### config.mk
export PLATFORM = sky130hd
export DESIGN_NAME = lcm_capture_eg9013f_nz
export DESIGN_NICKNAME = d
export VERILOG_FILES = /design/src/rtl/lcm_capture_eg9013f_nz_pkg.sv /design/src/rtl/lcm_capture_eg9013f_nz_sync.sv /design/src/rtl/lcm_capture_eg9013f_nz.sv
export SDC_FILE = /design/constraint.sdc
export NUM_CORES = 1
export LEC_CHECK = 0
export CORE_ASPECT_RATIO = 0.9
export CORE_MARGIN = 4
export CORE_UTILIZATION = 35
export DETAILED_ROUTE_END_ITERATION = 10
export SYNTH_ARGS = -nofsm -noshare
export SYNTH_HDL_FRONTEND = slang
export SYNTH_SLANG_ARGS = --single-unit
### constraint.sdc
create_clock -name clk -period 2.2 [get_ports clk]
set_input_delay 0.22 -clock clk [delete_from_list [all_inputs] [get_ports clk]]
set_output_delay 0.22 -clock clk [all_outputs]
set_load 0.01 [all_outputs]
### src/rtl/lcm_capture_eg9013f_nz_pkg.sv
// Shared types and helpers for the EG9013F-NZ panel-bus capture block.
package lcm_capture_eg9013f_nz_pkg;

  localparam int BYTE_WIDTH         = 8;
  localparam int C_S_AXI_DATA_WIDTH = 32;
  localparam int BYTES_PER_WORD     = C_S_AXI_DATA_WIDTH / BYTE_WIDTH;

  typedef enum logic [1:0] {
    ST_IDLE       = 2'd0,
    ST_WAIT_FRAME = 2'd1,
    ST_CAPTURE    = 2'd2
  } cap_state_e;

  function automatic logic [7:0] bit_rev8(input logic [7:0] b);
    logic [7:0] r;
    r = 8'h00;
    for (int i = 0; i < 8; i++) r[i] = b[7-i];
    return r;
  endfunction

  // Lane enables for a partial word holding n bytes in the low lanes
  function automatic logic [3:0] lane_mask(input logic [1:0] n);
    logic [3:0] m;
    case (n)
      2'd1:    m = 4'b0001;
      2'd2:    m = 4'b0011;
      2'd3:    m = 4'b0111;
      default: m = 4'b0000;
    endcase
    return m;
  endfunction

endpackage

### src/rtl/lcm_capture_eg9013f_nz_sync.sv
// Synchronises the asynchronous panel bus and turns xscl/lcm_lp into single-cycle events.
module lcm_capture_eg9013f_nz_sync #(
  parameter int SYNC_STAGES = 2
) (
  input  logic       clk,
  input  logic       rst_n,
  input  logic       xscl,
  input  logic       lcm_lp,
  input  logic       lcm_din,
  input  logic [7:0] lcm_data,
  output logic       xscl_fall,
  output logic       lp_rise,
  output logic       din_s,
  output logic [7:0] data_s
);

  logic [10:0] sync_r [SYNC_STAGES];
  logic [10:0] prev_r;

  // Bus bits as {data, din, lp, xscl}; din/data are re-registered so they align with the edge pulses
  always_ff @(posedge clk or negedge rst_n) begin
    if (!rst_n) begin
      for (int i = 0; i < SYNC_STAGES; i++) sync_r[i] <= 11'd0;
      prev_r    <= 11'd0;
      xscl_fall <= 1'b0;
      lp_rise   <= 1'b0;
      din_s     <= 1'b0;
      data_s    <= 8'h00;
    end else begin
      sync_r[0] <= {lcm_data, lcm_din, lcm_lp, xscl};
      for (int i = 1; i < SYNC_STAGES; i++) sync_r[i] <= sync_r[i-1];
      prev_r    <= sync_r[SYNC_STAGES-1];
      xscl_fall <= prev_r[0] & ~sync_r[SYNC_STAGES-1][0];
      lp_rise   <= ~prev_r[1] & sync_r[SYNC_STAGES-1][1];
      din_s     <= sync_r[SYNC_STAGES-1][2];
      data_s    <= sync_r[SYNC_STAGES-1][10:3];
    end
  end

endmodule

### src/rtl/lcm_capture_eg9013f_nz.sv
// EG9013F-NZ panel-bus receiver: rebuilds 1-bpp frames from the bus and writes them as 32-bit words.
module lcm_capture_eg9013f_nz #(
  parameter int LCM_WIDTH_BITS  = 640,
  parameter int LCM_HEIGHT_BITS = 480,
  parameter int SYNC_STAGES     = 2
) (
  input  logic        clk,
  input  logic        rst_n,
  input  logic        capture_en,
  input  logic        byte_order,
  input  logic        err_clear,
  input  logic        lcm_din,
  input  logic        lcm_lp,
  input  logic        xscl,
  input  logic [7:0]  lcm_data,
  output logic        ram_wen,
  output logic [31:0] ram_waddr,
  output logic [31:0] ram_wdata,
  output logic [3:0]  ram_wstrb,
  output logic        busy,
  output logic        frame_done,
  output logic [31:0] frame_count,
  output logic        err_line_len,
  output logic        err_frame_len
);
  import lcm_capture_eg9013f_nz_pkg::*;

  localparam int LINE_BYTES  = LCM_WIDTH_BITS / BYTE_WIDTH;
  localparam int LINE_WORDS  = LINE_BYTES / BYTES_PER_WORD;
  localparam int FRAME_WORDS = LINE_WORDS * LCM_HEIGHT_BITS;
  localparam int BCNT_W      = $clog2(LINE_BYTES + 1);
  localparam int LCNT_W      = $clog2(LCM_HEIGHT_BITS);
  localparam int ADDR_W      = $clog2(FRAME_WORDS);

  localparam logic [BCNT_W-1:0] FULL_LINE = BCNT_W'(LINE_BYTES);
  localparam logic [BCNT_W-1:0] LAST_BYTE = BCNT_W'(LINE_BYTES - 1);
  localparam logic [LCNT_W-1:0] LAST_LINE = LCNT_W'(LCM_HEIGHT_BITS - 1);
  localparam logic [ADDR_W-1:0] LINE_STEP = ADDR_W'(LINE_WORDS);

  logic              xscl_fall, lp_rise, din_s;
  logic [7:0]        data_s, byte_s;
  cap_state_e        state_r;
  logic [BCNT_W-1:0] byte_cnt_r;
  logic [LCNT_W-1:0] line_cnt_r;
  logic [ADDR_W-1:0] line_base_r, word_addr_s;
  logic [31:0]       pack_r;

  lcm_capture_eg9013f_nz_sync #(.SYNC_STAGES(SYNC_STAGES)) u_sync (
    .clk       (clk),
    .rst_n     (rst_n),
    .xscl      (xscl),
    .lcm_lp    (lcm_lp),
    .lcm_din   (lcm_din),
    .lcm_data  (lcm_data),
    .xscl_fall (xscl_fall),
    .lp_rise   (lp_rise),
    .din_s     (din_s),
    .data_s    (data_s)
  );

  // Byte as it lands in the word, and the word the current byte belongs to
  always_comb begin
    byte_s      = byte_order ? bit_rev8(data_s) : data_s;
    word_addr_s = line_base_r + ADDR_W'(byte_cnt_r[BCNT_W-1:2]);
  end

  // Capture FSM with counters, packing, write strobes and sticky error flags
  always_ff @(posedge clk or negedge rst_n) begin
    if (!rst_n) begin
      state_r       <= ST_IDLE;
      byte_cnt_r    <= '0;
      line_cnt_r    <= '0;
      line_base_r   <= '0;
      pack_r        <= 32'h0;
      ram_wen       <= 1'b0;
      ram_waddr     <= 32'h0;
      ram_wdata     <= 32'h0;
      ram_wstrb     <= 4'h0;
      busy          <= 1'b0;
      frame_done    <= 1'b0;
      frame_count   <= 32'h0;
      err_line_len  <= 1'b0;
      err_frame_len <= 1'b0;
    end else begin
      ram_wen    <= 1'b0;
      ram_wstrb  <= 4'h0;
      frame_done <= 1'b0;
      // Clear first so an error raised in this same cycle overrides it
      if (err_clear) begin
        err_line_len  <= 1'b0;
        err_frame_len <= 1'b0;
      end
      if (!capture_en) begin
        state_r    <= ST_IDLE;
        busy       <= 1'b0;
        pack_r     <= 32'h0;
        byte_cnt_r <= '0;
      end else begin
        case (state_r)
          ST_IDLE: state_r <= ST_WAIT_FRAME;
          ST_WAIT_FRAME: begin
            if (lp_rise && din_s) begin
              state_r     <= ST_CAPTURE;
              busy        <= 1'b1;
              byte_cnt_r  <= '0;
              line_cnt_r  <= '0;
              line_base_r <= '0;
              pack_r      <= 32'h0;
            end
          end
          ST_CAPTURE: begin
            if (lp_rise) begin
              if (byte_cnt_r[1:0] != 2'd0) begin
                ram_wen   <= 1'b1;
                ram_waddr <= 32'(word_addr_s);
                ram_wdata <= pack_r;
                ram_wstrb <= lane_mask(byte_cnt_r[1:0]);
              end
              pack_r     <= 32'h0;
              byte_cnt_r <= '0;
              if (din_s) begin
                err_frame_len <= 1'b1;
                line_cnt_r    <= '0;
                line_base_r   <= '0;
              end else begin
                if (byte_cnt_r != FULL_LINE) err_line_len <= 1'b1;
                if (line_cnt_r != LAST_LINE) begin
                  line_cnt_r  <= line_cnt_r + 1'b1;
                  line_base_r <= line_base_r + LINE_STEP;
                end
              end
            end else if (xscl_fall) begin
              if (byte_cnt_r >= FULL_LINE) begin
                err_line_len <= 1'b1;
              end else begin
                byte_cnt_r <= byte_cnt_r + 1'b1;
                if (byte_cnt_r[1:0] == 2'd3) begin
                  ram_wen   <= 1'b1;
                  ram_waddr <= 32'(word_addr_s);
                  ram_wdata <= {byte_s, pack_r[23:0]};
                  ram_wstrb <= 4'hF;
                  pack_r    <= 32'h0;
                  if (byte_cnt_r == LAST_BYTE && line_cnt_r == LAST_LINE) begin
                    frame_done  <= 1'b1;
                    frame_count <= frame_count + 32'd1;
                    state_r     <= ST_WAIT_FRAME;
                    busy        <= 1'b0;
                  end
                end else begin
                  pack_r[{byte_cnt_r[1:0], 3'b000} +: 8] <= byte_s;
                end
              end
            end
          end
          default: begin
            state_r <= ST_IDLE;
            busy    <= 1'b0;
          end
        endcase
      end
    end
  end

endmodule

### After elaboration in Yosys (flattened, before gate mapping)

Cells that the tools add are included.

| operators by class | value |
|---|---|
| add/subtract/negate cells | 6 |
| order comparisons | 1 |
| equality and inequality tests | 24 |
| shifts and indexed selects | 2 |
| multiplexer cells | 86 |
| bitwise operators | 6 |
| reduce and logical (&&, ||, !) cells | 13 |

Operators with widths:

| kind | count |
|---|---|
| 32-bit two-way mux | 16 |
| 32-bit case mux with 2 select lines | 1 |
| 14-bit two-way mux | 4 |
| 9-bit two-way mux | 4 |
| 7-bit two-way mux | 5 |
| 1-bit two-way mux | 34 |
| 32-bit by 1-bit adder with 32-bit output (second input constant) | 1 |
| 32-bit bitwise mux | 1 |
| 8-bit by 7-bit variable shift with 32-bit output (first input constant) | 1 |
| 8-bit by 7-bit indexed part select with 32-bit output | 1 |
| 14-bit case mux with 2 select lines | 1 |
| 4-bit two-way mux | 6 |
| 9-bit case mux with 2 select lines | 1 |
| 3-bit != test (second input constant) | 5 |
| 14-bit by 5-bit adder with 14-bit output | 1 |
| 14-bit by 5-bit adder with 14-bit output (second input constant) | 1 |
| 2-bit two-way mux | 7 |
| 7-bit case mux with 2 select lines | 1 |
| 7-bit AND reduction | 2 |
| 6-bit AND reduction | 2 |
| 9-bit by 1-bit adder with 9-bit output (second input constant) | 1 |
| 9-bit == test (second input constant) | 1 |
| 9-bit != test (second input constant) | 1 |
| 3-bit case mux with 3 select lines | 1 |
| 24 further kinds | 39 |

| storage, ports and cells | value |
|---|---|
| register bits | 204 |
| bits of input ports | 16 |
| output and inout port bits | 105 |
| logic and storage cells | 159 |

### Logic depth before layout (Yosys ltp)

Gate-level depths: netlist of the first run.

| depth | value |
|---|---|
| depth after elaboration | 9 |
| depth in mapped cells | 10 |
| mapped depth without buffers | 8 |

### By module

From an unflattened synthesis of the first run, not the netlist that was laid out.

| unflattened totals | value |
|---|---|
| cell total of the unflattened synthesis | 705 |
| area, all modules | 8565.7 µm² |

By module, submodules not included:

| module | instances | cells each | area an instance (µm²) | seq. area each (µm²) |
|---|---|---|---|---|
| lcm_capture_eg9013f_nz | 1 | 668 | 7662.3 | 3703.6 |
| lcm_capture_eg9013f_nz_sync | 1 | 37 | 903.4 | 875.8 |

### Worst setup path after synthesis of the first run

OpenSTA, ideal clock, no wires.

| path | value |
|---|---|
| path type | flip-flop to flip-flop |
| start point | reg byte_cnt_r[0] |
| end point | reg frame_count[5] |
| setup time | 79 ps |
| arrival time | 2208 ps |
| required time | 2121 ps |
| slack | -87 ps |
| cell stages (with the launch flop) | 9 |
| buffers on the path | 2 |
| clock period less this slack | 2287 ps |
| cell sequence | dfrtp_1 -> ha_1 -> buf_2 -> nand4_1 -> or4_1 -> clkbuf_1 -> nor3_2 -> and3_2 -> xor2_1 |

| on the way | value |
|---|---|
| cells in the longest elaborated chain, start to end | 3 |
| elaborated cells on any way between the ends | 6 |
| those cells by class | order compare (1); eq/ne (2); bitwise (1); reduce/logical (2) |

RTL lines:

| element | line | text |
|---|---|---|
| start: declaration | lcm_capture_eg9013f_nz.sv:43 | `logic [BCNT_W-1:0] byte_cnt_r;` |
| start signal: assignment | lcm_capture_eg9013f_nz.sv:136 | `byte_cnt_r <= byte_cnt_r + 1'b1;` |
| 7-bit greater-or-equal comparator or 7-bit == test (tied branches) | lcm_capture_eg9013f_nz.sv:133, lcm_capture_eg9013f_nz.sv:143 |  |
| 1-bit NOT (no line) or 1-bit logical AND (tied branches) | - |  |
| 7-bit AND reduction (no line) * | - |  |
| end signal: assignment | lcm_capture_eg9013f_nz.sv:145 | `frame_count <= frame_count + 32'd1;` |
| end: declaration | lcm_capture_eg9013f_nz.sv:22 | `output logic [31:0] frame_count,` |

Every way passes the cells marked *; elsewhere a longest branch is shown, timed or not.
A chain may end at the register's enable or synchronous reset.

### Worst setup path after layout of the first run

| path | value |
|---|---|
| start point | reg line_cnt_r[1] |
| end point | reg state_r[0] |

| on the way | value |
|---|---|
| cells in the longest elaborated chain, start to end | 4 |

RTL lines:

| element | line | text |
|---|---|---|
| start: declaration | lcm_capture_eg9013f_nz.sv:44 | `logic [LCNT_W-1:0] line_cnt_r;` |
| start signal: assignment | lcm_capture_eg9013f_nz.sv:128 | `line_cnt_r <= line_cnt_r + 1'b1;` |
| 9-bit == test | lcm_capture_eg9013f_nz.sv:143 | `if (byte_cnt_r == LAST_BYTE && line_cnt_r == LAST_LINE) begin` |
| 1-bit logical AND | lcm_capture_eg9013f_nz.sv:143 |  |
| 3-bit != test (no line) | - |  |
| 6-bit AND reduction (no line) | - |  |
| end signal: assignment | lcm_capture_eg9013f_nz.sv:103 | `state_r <= ST_CAPTURE;` |
| end signal: assignment | lcm_capture_eg9013f_nz.sv:146 | `state_r <= ST_WAIT_FRAME;` |
| end signal: assignment | lcm_capture_eg9013f_nz.sv:156 | `state_r <= ST_IDLE;` |
| end: declaration | lcm_capture_eg9013f_nz.sv:42 | `cap_state_e state_r;` |

No other way between the ends.

==> impl_metrics.tcl, run 1 <==
set metrics [dict create \
    p_leak_nw 4.72 \
    layout.nets 966 \
    htree_num_levels 4 \
    worst_path_max_delay_cell "or4_1" \
    tightestPinTransition_ps 719 \
    drt_wl_total_um 18700 \
    post-route-min-period_ps 2150 \
    finalSetupViolCount 0 \
    maxSlewViolCount 0 \
    post-place-ws_ps 37.6 \
    hp-start "lcm_data[1]" \
    firstDrtPassIters 5 \
    drc_errors 0 \
    powerDensity_nw_per_um2 718 \
    gp_congestion 0.801 \
    via_per_inst 4.81 \
    grt_pass1_wl_um 31000 \
    initial_utilization_pct 35.6 \
    relSlewSlack_pct 52.1 \
    wl_met3_um 960 \
    cts_buffers 17 \
    outcome "finished, final reports clean" \
    n_fill_cell 2193 \
    synth_cell_type_count 59 \
    r2r_start "line_cnt_r[1]" \
    synth_warnings 0 \
    crit_chain "ha_1, nand4_1, or4_1, o32a_1, xnor2_1, and2_1" \
    drv_cap 0 \
    crit_path_start "line_cnt_r[1]" \
    dp_hpwl_um 13400 \
    synth.avg_cell_area_um2 10.4 \
    finalCritPeriodShare_pct 97.6 \
    syn_to_final_growth_pct 29.9 \
    synthCells 772 \
    hold_viol_final 0 \
    clk_pin_slew_worst_paths_ps 70 \
    grt_util_all_layers_pct 15.2 \
    cts.sinks 183 \
    start_kind "flop" \
    grt_max_degree 75 \
    root_buffer "clkbuf_16" \
    top_layer "met4" \
    io_pins 121 \
    overflow 0 \
    die_w_um 167 \
    initialDrtViolationCount 513 \
    synthesis.area_um2 8010 \
    max_freq_mhz 466 \
    core-area_um2 22500 \
    crit_arrival_ps 2460 \
    drtAntennaViolNets 0 \
    setup_slack_ps 52.4 \
    layout_commonest_cell "dfrtp_1" \
    wl_met2_um 7920 \
    wl_per_cell_um 15.0 \
    crit_required_ps 2520 \
    synth_ff_type "dfrtp_1" \
    cp_max_fo 5 \
    skew_ps 12.2 \
    insertion_delay_ps 430 \
    design.die.area_um2 25400 \
    cts_tree "yes" \
    final_cell_mix "182 x dfrtp_1, 160 x nand2_1, 101 x clkdlybuf4s50_1, 72 x buf_4, 42 x o21ai_0" \
    ys_seq_area_share_pct 57.2 \
    antenna_found_initial 0 \
    vias 5979 \
    antennaDiodeCount 0 \
    fp.dieH_um 151 \
    async_reset_ff_share_pct 100 \
    peakVddDrop_mv 0.443 \
    synth-seq-cells 183 \
    critPathTopFamily "simple AND/OR/NAND/NOR gates" \
    synth_edf_count 0 \
    critPathBufInv 0 \
    critPathMaxStageDelay_ps 660 \
    wl_met1_um 9670 \
    cts_buffer_depth 2 \
    crit_type "flop to flop" \
    hold_path.class "input port to flop" \
    tns_ps 0 \
    grt_pass1_vias 5889 \
    rsz0062_at_grt "yes" \
    drive_above_1_share_pct 13.5 \
    end_kind "flop" \
    rows 52 \
    r2r_setup_slack_ps 50 \
    numPortBuffers 102 \
]
## cells in the mapped netlist, types with 3 or more instances
cell      count  area [um2]
and3_2        3        22.5
mux2i_1       9        90.1
o31ai_1      33         248
xnor2_1      31         272
nand3_1      30         150
ha_1         17         213
nor4_1        4        25.0
o21ai_1       5        25.0
and3_1        8        50.1
xor2_1       17         149
a21oi_1      22         110
buf_4        19         143
nor2b_1       5        31.3
nand2b_1      6        37.5
dfrtp_1     183        4580
buf_2         4        20.0
and2_1       16         100
nand4_1      25         156
or2_2         3        18.8
clkbuf_1     26        97.6
nand2_1     160         601
and4_1        6        52.6
or4_1         4        30.0
nor2_1       33         124
or3_1         3        18.8
nor3_1        7        35.0
inv_1        10        37.5
o21ai_0      42         210
## report_power, final
part | internal [W] | switching (W) | total (W)
Sequential | 0.00344 | 0.0000622 | 0.00351
Combinational | 0.000372 | 0.000622 | 0.000994
Clock | 0.00164 | 0.00133 | 0.00297
## worst paths after layout
path | end | cells past startpoint
hold reg to reg | u_sync.sync_r[8] | 0
setup / recovery | state_r[0] | 6
min in group asynchronous | u_sync.data_s[0] | 2
max in group asynchronous | line_base_r[6] | 3
setup reg to reg | state_r[0] | 6
hold / removal | u_sync.sync_r[15] | 1
## stage by stage
stage	util (%)	cells	hold slack, ps	power (W)	area (um2)
5_1_grt	46.2	1242	197	0.00783	10400
6_report	46.2	1242	221	0.00747	10400
4_1_cts	46.0	1238	200	0.00752	10300
2_1_floorplan	-	790	-75.6	0.00412	8090
3_3_place_gp	43.4	1206	306	0.00451	9770
3_5_place_dp	43.4	1206	301	0.00452	9770
## layout make-up
| type | instances | area, um2 | area share, % |
|---|---|---|---|
| sequential | 183 | 4580 | 44.0 |
| clock inverter | 11 | 114 | 1.09 |
| tap | 297 | 372 | 3.57 |
| multi-input combinational | 541 | 3180 | 30.6 |
| inverter | 11 | 41.3 | 0.397 |
| timing repair buffer | 179 | 1650 | 15.9 |
| clock buffer | 20 | 457 | 4.39 |
## flip-flops by register name, indices dropped and copies added, names as in the netlist, 2 cells and up
| name | flops |
|---|---|
| byte_cnt_r | 7 |
| pack_r | 32 |
| state_r | 2 |
| u_sync.data_s | 8 |
| ram_wdata | 32 |
| line_cnt_r | 9 |
| u_sync.prev_r | 2 |
| frame_count | 32 |
| line_base_r | 12 |
| ram_waddr | 14 |
| u_sync.sync_r | 22 |
| ram_wstrb | 4 |
## layer usage
metal	track usage (%)	vias to the layer above
met1	23.1	2878
met5	0	-
met4	3.73	0
met3	3.97	11
li1	-	2948
met2	21.5	142
## kinds of logic (layout without fill, tap and decap cells)
group                    count (synthesis)  count (layout)  synth area share, %
AND/OR/NAND/NOR                        325             325                 19.7
flip-flops                             183             183                 57.2
AO/OA/AOI/OAI                          121             121                 9.34
buffers and inverters                   66             221                 4.33
XOR/XNOR                                49              49                 5.45
adder cells (fa/ha/maj)                 17              17                 2.66
multiplexers                            10              10                 1.27
other                                    1              19               0.0468
## repair_timing
item,CTS,global route
hold buffers,1,0
setup buffers,0,4
endpoints found under the setup margin,0,50
hold endpoints to repair,67,0
gates resized for setup,0,6
No activity file was read; power rests on OpenSTA's default activity.
==> run 2, diff against run 1 <==
--- a/config.mk
+++ b/config.mk
@@ -8,7 +8,9 @@
 export CORE_ASPECT_RATIO = 0.9
 export CORE_MARGIN = 4
 export CORE_UTILIZATION = 35
+export CTS_CLUSTER_DIAMETER = 100
 export DETAILED_ROUTE_END_ITERATION = 10
+export RECOVER_POWER = 25
 export SYNTH_ARGS = -nofsm -noshare
 export SYNTH_HDL_FRONTEND = slang
 export SYNTH_SLANG_ARGS = --single-unit
==> impl_metrics.tcl, run 2 (same netlist as run 1, synthesis figures left out) <==
set metrics [dict create \
    maxSlewViolCount 0 \
    core-area_um2 22500 \
    layout.nets 966 \
    htree_num_levels 4 \
    internal_power_w 0.00545 \
    initial_utilization_pct 35.6 \
    clk_pin_slew_worst_paths_ps 70 \
    drive_above_1_share_pct 13.4 \
    final_cell_mix "182 x dfrtp_1, 160 x nand2_1, 90 x clkdlybuf4s50_1, 71 x buf_4, 42 x o21ai_0" \
    largestRegisters "frame_count (32), pack_r (32), ram_wdata (32)" \
    peakVddDrop_mv 0.446 \
    finalSetupViolCount 0 \
    crit_arrival_ps 2470 \
    antennaDiodeCount 0 \
    placedCellCount 1206 \
    post-route-min-period_ps 2150 \
    total_power_w 0.00746 \
    io_pins 121 \
    grt_util_all_layers_pct 15.2 \
    wl_per_cell_um 15.0 \
    grt_pass1_vias 5889 \
    insertion_delay_ps 430 \
    rsz0062_at_grt "yes" \
    p_leak_nw 4.72 \
    layout_commonest_cell "dfrtp_1" \
    crit_chain "ha_1, nand4_1, or4_1, o32a_1, xnor2_1, and2_1" \
    syn_to_final_growth_pct 29.8 \
    hold_path.class "input port to flop" \
    post-place-ws_ps 37.6 \
    fp.dieH_um 151 \
    antenna_found_initial 0 \
    design.die.area_um2 25400 \
    max_freq_mhz 466 \
    skew_ps 12.4 \
    gp_congestion 0.801 \
    switching_share_pct 27.0 \
    critPathMaxStageDelay_ps 660 \
    outcome "finished, final reports clean" \
    worst_path_max_delay_cell "or4_1" \
    root_buffer "clkbuf_16" \
    finalCritPeriodShare_pct 97.6 \
    relSlewSlack_pct 29.4 \
    drt_wl_total_um 18600 \
    initialDrtViolationCount 485 \
    setup_slack_ps 51.9 \
    start_kind "flop" \
    crit_required_ps 2520 \
    grt_pass1_wl_um 31000 \
    rows 52 \
    p_comb_share_pct 13.2 \
    p_sw_w 0.00202 \
    crit_type "flop to flop" \
    drtAntennaViolNets 0 \
    tightestPinTransition_ps 1060 \
    drc_errors 0 \
    cts_buffers 17 \
    hold_ws_ps 334 \
    drv_cap 0 \
    clkPwrFrac_pct 39.8 \
    die_w_um 167 \
    grt_max_degree 75 \
    via_per_inst 4.81 \
    cts.sinks 183 \
    powerDensity_nw_per_um2 718 \
    cp_max_fo 5 \
    vias 5979 \
    cts_buffer_depth 2 \
    firstDrtPassIters 4 \
    p_seq_share_pct 47.0 \
    numPortBuffers 102 \
    overflow 0 \
    final_util_pct 46.2 \
    cts_tree "yes" \
    dp_hpwl_um 13400 \
    final_cell_count_no_fill 1242 \
    end_kind "flop" \
    hold_viol_final 0 \
]
==> run 2: worst max-delay path: cells and delay by family (launching register included) <==
family                     cells  cell delay (ps)
AOI/OAI and AO/OA              1              440
xor gates and xnor gates       1              140
adders and majority gates      1              170
DFF                            1              350
and+or+nand+nor                3              950
==> run 2: path summary, 6_finish.rpt <==
check	endpoint	slack, ps	cells after the start	from
max	state_r[0]	50	6	line_cnt_r[1]
min	u_sync.sync_r[12]	330	1	lcm_lp
min in group asynchronous	u_sync.data_s[0]	540	2	rst_n
min reg2reg	u_sync.sync_r[8]	340	0	u_sync.sync_r[19]
max reg2reg	state_r[0]	50	6	line_cnt_r[1]
max in group asynchronous	u_sync.sync_r[21]	730	3	rst_n
==> run 2: cell type report <==
cell class              count  area, um2
inverters                  11       41.3
fillers                  2197      12100
flip-flops and latches    183       4580
well taps                 297        372
clock buffers              20        457
repair buffers            179       1650
clock inverters            11        114
multi-input cells         541       3180
==> run 2: per-layer routing <==
layer	GRT usage, %	vias to the layer above	routed length [um]
met5	0	-	0
met4	3.73	0	124
met3	3.97	13	995
met2	21.5	143	8000
met1	23.1	2878	9530
li1	-	2945	-
==> run 2: what timing repair did <==
| action | CTS | global route |
|---|---|---|
| hold buffers | 1 | 0 |
| resized for setup | 0 | 6 |
| endpoints found under the hold margin | 67 | 0 |
| setup buffers | 0 | 4 |
| endpoints found under the setup margin | 0 | 50 |
==> run 2: power by group through the flow <==
stage,registers (W),clock network [W],logic [W]
after floorplan,0.00356,0,0.000563
after global placement,0.00357,0,0.000942
after detailed placement,0.00357,0,0.000953
after CTS,0.00351,0.00306,0.000960
after global routing,0.00352,0.00320,0.00111
final,0.00351,0.00297,0.000987
==> run 2: per-stage QoR <==
stage,setup TNS (ps),cell area [um2]
6_report,0,10400
5_1_grt,-335,10400
4_1_cts,0,10300
3_5_place_dp,0,9770
3_3_place_gp,0,9770
2_1_floorplan,0,8090
==> run 3, diff against run 2 <==
--- a/config.mk
+++ b/config.mk
@@ -10,6 +10,8 @@
 export CORE_UTILIZATION = 35
 export CTS_CLUSTER_DIAMETER = 100
 export DETAILED_ROUTE_END_ITERATION = 10
+export DONT_BUFFER_PORTS = 1
+export PLACE_DENSITY_LB_ADDON = 0.2
 export RECOVER_POWER = 25
 export SYNTH_ARGS = -nofsm -noshare
 export SYNTH_HDL_FRONTEND = slang
==> impl_metrics.tcl, run 3 (same netlist as run 1, synthesis figures left out) <==
set metrics [dict create \
    initial_utilization_pct 35.6 \
    rows 52 \
    maxSlewViolCount 0 \
    post-route-min-period_ps 2100 \
    crit_type "flop to flop" \
    grt_util_all_layers_pct 14.9 \
    cts_tree "yes" \
    grt_pass1_wl_um 30100 \
    syn_to_final_growth_pct 18.3 \
    drive_above_1_share_pct 14.7 \
    drc_errors 0 \
    end_kind "flop" \
    hold_ws_ps -509 \
    fp.dieH_um 151 \
    peakVddDrop_mv 0.348 \
    powerDensity_nw_per_um2 786 \
    clk_pin_slew_worst_paths_ps 80 \
    initialDrtViolationCount 343 \
    wl_per_cell_um 15.9 \
    finalSetupViolCount 0 \
    cts.sinks 183 \
    outcome "finished, violations left" \
    finalCritPeriodShare_pct 95.6 \
    skew_ps 19.9 \
    wl_met2_um 7640 \
    wl_met3_um 1420 \
    insertion_delay_ps 440 \
    hold_viol_final 183 \
    top_layer "met4" \
    die_w_um 167 \
    drv_cap 0 \
    reg2reg_depth 5 \
    grt_pass1_vias 5545 \
    rr_endpoint "frame_count[30]" \
    numPortBuffers 0 \
    stdcell_area_um2 9470 \
    layout.nets 872 \
    crit_arrival_ps 2430 \
    relSlewSlack_pct 60.9 \
    postPlaceCellArea_um2 8730 \
    root_buffer "clkbuf_16" \
    largestRegisters "frame_count (32), pack_r (32), ram_wdata (32)" \
    overflow 0 \
    n_fill_cell 2184 \
    dp_hpwl_um 12600 \
    drtAntennaViolNets 0 \
    cts_buffers 17 \
    total_power_w 0.00745 \
    p_leak_nw 4.40 \
    layout_commonest_cell "dfrtp_1" \
    design.die.area_um2 25400 \
    htree_num_levels 4 \
    r2r_start "frame_count[6]" \
    tightestPinTransition_ps 571 \
    violations "negative hold slack" \
    via_per_inst 4.85 \
    wl_met1_um 9050 \
    grt_max_degree 184 \
    max_freq_mhz 475 \
    hold_path.class "input port to asynchronous set/reset pin" \
    io_pins 121 \
    rsz0062_at_grt "no" \
    final_cell_mix "182 x dfrtp_1, 160 x nand2_1, 68 x buf_4, 42 x o21ai_0" \
    cts_buffer_depth 2 \
    core-area_um2 22500 \
    antennaDiodeCount 0 \
    cts_setup_buffers 0 \
    post-place-ws_ps -1.85 \
    drt_wl_total_um 18300 \
    setup_slack_ps 96.0 \
    r2r_setup_slack_ps 100 \
    cp_max_fo 4 \
    hold_buffers 13 \
    start_kind "flop" \
    vias 5572 \
    crit_required_ps 2520 \
    firstDrtPassIters 4 \
    gp_congestion 0.777 \
    antenna_found_initial 0 \
    crit_path_start "frame_count[6]" \
]
[run 3: cell types whose count changed in the layout (fill, tap and decap cells not counted), sizes merged]
cell / before / now
buf: 75 / 72
clkdlybuf4s50: 90 / 0
dlygate4sd3: 12 / 13
clkbuf: 22 / 17
inv: 15 / 17
clkinvlp: 2 / 3
clkinv: 4 / 5
[run 3: worst max-delay path, cell delays in order, from the launching register on]
cell	delay [ps]
dfrtp_1	360
and4_1	290
nand4_4	140
or4_4	560
or4_4	510
xnor2_2	140
[run 3: final cells by class]
cell class                 instances  area (um2)  area share, %
clock buffer                      17         425           4.49
clock inverter                    15         163           1.72
inverter                          11        41.3          0.436
multi-input combinational        541        3180           33.6
sequential                       183        4580           48.3
tap                              297         372           3.92
timing repair buffer              85         712           7.51
[run 3: where the power goes]
group | internal, W | switching [W] | total [W]
clock | 0.00161 | 0.00145 | 0.00307
combinational | 0.000342 | 0.000541 | 0.000884
sequential | 0.00344 | 0.0000592 | 0.00350
[run 3: how the worst max path moves through the flow]
stage,to,slack (ps),cells after the start
6_report,frame_count[30],100,5
5_1_grt,state_r[0],10,6
4_1_cts,frame_count[16],30,8
3_5_place_dp,frame_count[15],-2,7
3_3_place_gp,frame_count[17],50,7
2_1_floorplan,frame_count[30],8,6
[run 3: repair_timing]
item,in CTS,in global routing
resized for setup,1,5
gates cloned,0,0
pin swaps,0,1
endpoints found under the setup margin,1,30
endpoints found under the hold margin,200,183
[run 3: per-layer routing]
| layer | global-route usage [%] | vias to the layer above |
|---|---|---|
| met5 | 0 | - |
| met4 | 4.50 | 0 |
| met3 | 5.84 | 12 |
| met2 | 21.5 | 132 |
| met1 | 20.7 | 2668 |
| li1 | - | 2760 |
[run 3: stage by stage]
| stage | hold WS [ps] | TNS, ps | utilization [%] | std cells |
|---|---|---|---|---|
| after CTS | -548 | 0 | 42.0 | 1149 |
| final | -509 | 0 | 42.1 | 1149 |
| after detailed placement | -64.2 | -1.85 | 38.8 | 1104 |
| after global placement | -64.8 | 0 | 38.8 | 1104 |
| after floorplan | -75.6 | 0 | - | 790 |
| after global routing | -541 | 0 | 42.1 | 1149 |
